--- src/rtl/serial_add_pkg.sv ---
// Shared definitions for the bit-serial adder: controller state encoding and
// the legal WIDTH range.
package serial_add_pkg;

  localparam int WIDTH_MIN = 2;
  localparam int WIDTH_MAX = 32;

  typedef enum logic [1:0] {
    S_IDLE = 2'd0,
    S_RUN  = 2'd1,
    S_DONE = 2'd2
  } state_t;

endpackage

--- src/rtl/serial_fa.sv ---
// Combinational full-adder slice built from two half-adder cells, the single
// arithmetic element time-shared by the serial adder.
module serial_ha (
  input  logic x,
  input  logic y,
  output logic s,
  output logic c
);

  assign s = x ^ y;
  assign c = x & y;

endmodule

module serial_fa (
  input  logic x,
  input  logic y,
  input  logic ci,
  output logic s,
  output logic co
);

  logic p;
  logic g0;
  logic g1;

  serial_ha u_ha0 (.x(x), .y(y),  .s(p), .c(g0));
  serial_ha u_ha1 (.x(p), .y(ci), .s(s), .c(g1));

  // At most one of the half-adder carries can be set, so OR gives the majority.
  assign co = g0 | g1;

endmodule

--- src/rtl/serial_add_ctrl.sv ---
// Bit-serial WIDTH-bit adder: captures operands, runs one full-adder slice
// LSB first for WIDTH cycles, then presents a registered {cout,sum}.
module serial_add_ctrl
  import serial_add_pkg::*;
#(
  parameter  int WIDTH = 8,
  localparam int CW    = $clog2(WIDTH)
) (
  input  logic             clk,
  input  logic             rst_n,
  input  logic             start,
  input  logic [WIDTH-1:0] a,
  input  logic [WIDTH-1:0] b,
  input  logic             cin,
  output logic             busy,
  output logic             done,
  output logic [WIDTH-1:0] sum,
  output logic             cout
);

  generate
    if (WIDTH < WIDTH_MIN || WIDTH > WIDTH_MAX) begin : g_width_check
      $error("serial_add_ctrl: WIDTH %0d outside legal range", WIDTH);
    end
  endgenerate

  state_t           state;
  state_t           state_next;
  logic [WIDTH-1:0] sa;
  logic [WIDTH-1:0] sb;
  logic [WIDTH-2:0] ss;
  logic             carry;
  logic [CW-1:0]    cnt;
  logic             fa_s;
  logic             fa_co;
  logic             last;
  logic [WIDTH-1:0] ss_full;

  serial_fa u_fa (
    .x  (sa[0]),
    .y  (sb[0]),
    .ci (carry),
    .s  (fa_s),
    .co (fa_co)
  );

  assign last    = (cnt == CW'(WIDTH - 1));
  // ss keeps only the upper WIDTH-1 result bits; the LSB falls out on the final shift.
  assign ss_full = {fa_s, ss};

  always_ff @(posedge clk or negedge rst_n) begin
    if (!rst_n) state <= S_IDLE;
    else        state <= state_next;
  end

  always_comb begin
    state_next = S_IDLE;
    case (state)
      S_IDLE:  state_next = start ? S_RUN : S_IDLE;
      S_RUN:   state_next = last ? S_DONE : S_RUN;
      S_DONE:  state_next = S_IDLE;
      default: state_next = S_IDLE;
    endcase
  end

  always_ff @(posedge clk or negedge rst_n) begin
    if (!rst_n) begin
      sa    <= '0;
      sb    <= '0;
      ss    <= '0;
      carry <= 1'b0;
      cnt   <= '0;
      sum   <= '0;
      cout  <= 1'b0;
    end else begin
      case (state)
        S_IDLE: begin
          if (start) begin
            sa    <= a;
            sb    <= b;
            carry <= cin;
            cnt   <= '0;
          end
        end
        S_RUN: begin
          sa    <= {1'b0, sa[WIDTH-1:1]};
          sb    <= {1'b0, sb[WIDTH-1:1]};
          ss    <= ss_full[WIDTH-1:1];
          carry <= fa_co;
          cnt   <= cnt + CW'(1);
          if (last) begin
            sum  <= ss_full;
            cout <= fa_co;
          end
        end
        default: ;
      endcase
    end
  end

  assign busy = (state == S_RUN) || (state == S_DONE);
  assign done = (state == S_DONE);

endmodule

--- config.mk ---
export PLATFORM = sky130hd
export DESIGN_NAME = serial_add_ctrl
export DESIGN_NICKNAME = d
export VERILOG_FILES = /design/src/rtl/serial_add_pkg.sv /design/src/rtl/serial_fa.sv /design/src/rtl/serial_add_ctrl.sv
export SDC_FILE = /design/constraint.sdc
export NUM_CORES = 1
export LEC_CHECK = 0
export ABC_AREA = 1
export CAP_MARGIN = 20
export CORE_MARGIN = 1
export CORE_UTILIZATION = 52
export CTS_CLUSTER_DIAMETER = 60
export DETAILED_ROUTE_END_ITERATION = 8
export PLACE_DENSITY = 0.86
export SYNTH_ARGS = -nofsm -noshare
export SYNTH_HDL_FRONTEND = slang
export SYNTH_SLANG_ARGS = --single-unit
export TNS_END_PERCENT = 1
--- constraint.sdc ---
create_clock -name clk -period 1.4 [get_ports clk]
set_input_delay 0.28 -clock clk [delete_from_list [all_inputs] [get_ports clk]]
set_output_delay 0.28 -clock clk [all_outputs]
set_load 0.005 [all_outputs]
==> summary.txt <==
Setup path
  • Worst setup SP type: register
  • Critical Path RT: 1120 ps
  • Largest stage delay on the critical path: 420 ps
  • Worst setup EP type: output pin
  • CP cell instances: buf_6 -> inv_4 -> ha_4 -> buf_6
  • Crit path top cell by count: buf_6
  • Critical Path Fanout Max: 2
  • R2R Path End: sb[1]
  • CP Launch Point: state[0]
  • Worst Setup EP: busy
  • Type of the worst setup path: reg -> out
  • R2r startpoint: state[0]
  • Data arrival, critical path: 1260 ps
  • CP max stage cell: dfrtp_1
  • R2R Setup Slk: -110 ps
  • Register-to-Register Path Depth: 8

Run status
  • Failing checks: negative setup slack
  • Status: finished, violations left

Die
  • Die footprint: 0.003692 mm^2
  • Effective utilization at floorplan: 56.94%
  • # IOs: 31
  • Die X: 60.76 um
  • Die Y: 60.76 um
  • Cell Rows: 20
  • Core area: 0.003153 mm^2

STA
  • Worst Hold Slack: 478.3 ps
  • Final Hold Viols: 0
  • Peak Freq: 650.0 MHz
  • RSZ-0062 raised after global routing: true
  • Slew at the pin with the worst max-slew slack: 476.6 ps
  • Setup TNS: -1695 ps
  • Slew Limit Headroom: 68.23%
  • Post-layout worst setup margin: -138.4 ps
  • Setup violators final: 24
  • Final worst-path cycle share: 109.9%
  • Max Slew Vio Count: 0
  • Worst Skew: 20.64 ps
  • Tmin final: 1538 ps

Logic synthesis
  • Largest area contributor in the netlist: dfrtp_1
  • Mean Syn Cell Area: 8.274 um^2
  • Netlist cell types: 13
  • Synth Instances: 217
  • #FFs+latches synth: 38
  • Post-synth top area share: 52.96%
  • Seq/Total Area, Yosys: 52.96%
  • YS warnings: 0
  • Area of the mapped netlist: 0.001795 mm^2
  • Synth area leaders: dfrtp_1 53%, nand2_1 22%, nand3_1 6.1%, o21ai_0 4.2%, ha_1 3.5%
  • Syn_nets: 243

Drt
  • WL final: 4.617 mm
  • Routed length per placed instance: 15.34 um
  • Pre-antenna DRT Iters: 4
  • Post-route ant nets: 0
  • Vias per inst: 5.329
  • Initial DRC Count: 110
  • # DRC: 0
  • DR vias: 1604

Clocking
  • Clock Sinks: 38
  • Num CTS Buffers: 5
  • CTS tree: done
  • Max Root-Sink Buffers: 2
  • CTS root buffer: clkbuf_4
  • H-tree depth: 2
  • Skew-Pair Late Insertion Delay: 360 ps
  • Reg clk slew, reported paths: 130 ps

Pwr
  • Switching part of the total power: 40.94%
  • PwrDens: 2483 mW/mm^2
  • Internal power contribution: 3.625 mW
  • Switching pwr: 2.513 mW
  • Comb pwr share: 54.2%
  • P_leak: 1.316 nW
  • Flop pwr share: 30.4%
  • Max IR drop VDD: 1.088 mV
  • Clock group share of total power: 15.4%

Final layout
  • Post-layout util: 78.41%
  • Layout area overhead: 37.70%
  • N_diodes: 0
  • Filler cell count: 202
  • Most common cell after layout, fill and taps aside: nand2_1
  • Layout cells sized above 1: 17.90%
  • Post-Layout Cell Count: 301
  • Most frequent cells in the layout: 95 x nand2_1, 38 x dfrtp_1, 20 x nand3_1, 18 x clkdlybuf4s50_1, 11 x inv_1
  • # nets final: 282

Hold path
  • Tightest Hold Check Type: in -> async

Place
  • Post-DP HPWL: 2.345 mm
  • Placed insts: 286
  • Pre-CTS WS: -60.67 ps
  • Gpl congestion: 0.7647
  • IO Port Bufs: 30

Flow run
  • Max Cap Viol: 0

Global route
  • Global-route wire length before repair: 6.865 mm
  • GRT overflow: 0
  • Largest net degree at the start of global routing: 39
  • Vias in the first global route: 1491
  • Initial antenna violation count: 0
  • GRT Total Usage: 26.39%
==> registers in the layout (all words and copies together), names as in the netlist <==
signal / cells
carry: 1
cnt: 3
cout: 1
sa: 8
sb: 8
ss: 7
state: 2
sum: 8
==> power groups by stage <==
stage	Combinational (mW)	Sequential (mW)	Clock, mW
6_report	3.32	1.87	0.947
5_1_grt	3.64	1.90	0.992
3_3_place_gp	2.25	1.82	0
4_1_cts	2.97	1.81	0.939
2_1_floorplan	1.66	1.80	0
3_5_place_dp	2.36	1.84	0
==> cell type report <==
| type | instances | area (um^2) | area share [%] |
|---|---|---|---|
| multi-input combinational | 153 | 800.8 | 32.39 |
| clock inverter | 3 | 68.82 | 2.783 |
| inverter | 15 | 76.32 | 3.087 |
| tap | 44 | 55.05 | 2.227 |
| clock buffer | 5 | 37.54 | 1.518 |
| timing repair buffer | 43 | 483.0 | 19.53 |
| sequential | 38 | 950.9 | 38.46 |
==> stage by stage <==
stage          power (mW)  instance area [um^2]
6_report            6.138                  2472
5_1_grt             6.527                  2472
4_1_cts             5.725                  2406
3_5_place_dp        4.205                  2133
3_3_place_gp        4.064                  2133
2_1_floorplan       3.452                  1795
==> kinds of logic after synthesis <==
group,Yosys count,synth area share [%]
simple gates,132,30.38
flops,38,52.96
buf+inv,26,7.875
compound gates,15,4.181
fa+ha+maj,6,4.599
==> cell usage after synthesis, drive strengths merged <==
cell   number
fa          1
nor2        1
o21ai      15
nand2     109
buf        11
dfrtp      38
inv        15
ha          5
nand3      22
==> worst max-delay path: cells and delay by family, from the launching register on <==
kind,cells,cell delay [ps]
flops,1,420
buf+inv,3,290
fa+ha+maj,1,190
==> worst min-delay path by stage <==
stage	startpoint	slack, ps	end
2_1_floorplan	rst_n	-20	carry
3_3_place_gp	rst_n	350	ss[0]
3_5_place_dp	rst_n	350	ss[0]
4_1_cts	a[7]	480	sa[7]
5_1_grt	b[7]	500	sb[7]
6_report	rst_n	480	sum[3]
==> repair_timing <==
| action | CTS | global route |
|---|---|---|
| buffers inserted | 4 | 0 |
| setup endpoints to repair | 32 | 32 |
| pin swaps | 4 | 1 |
| hold buffers | 1 | 0 |
| gates cloned | 2 | 0 |
| resized for setup | 37 | 26 |
| hold endpoints to repair | 38 | 0 |
==> per-layer routing <==
metal	GRT usage, %	up-vias	part of all wire, %
li1	-	756	-
met1	34.12	773	41
met2	42.07	64	52
met3	4.691	11	5.0
met4	14.94	0	2.3
met5	0	-	0
(Power assumes the default switching activity.)
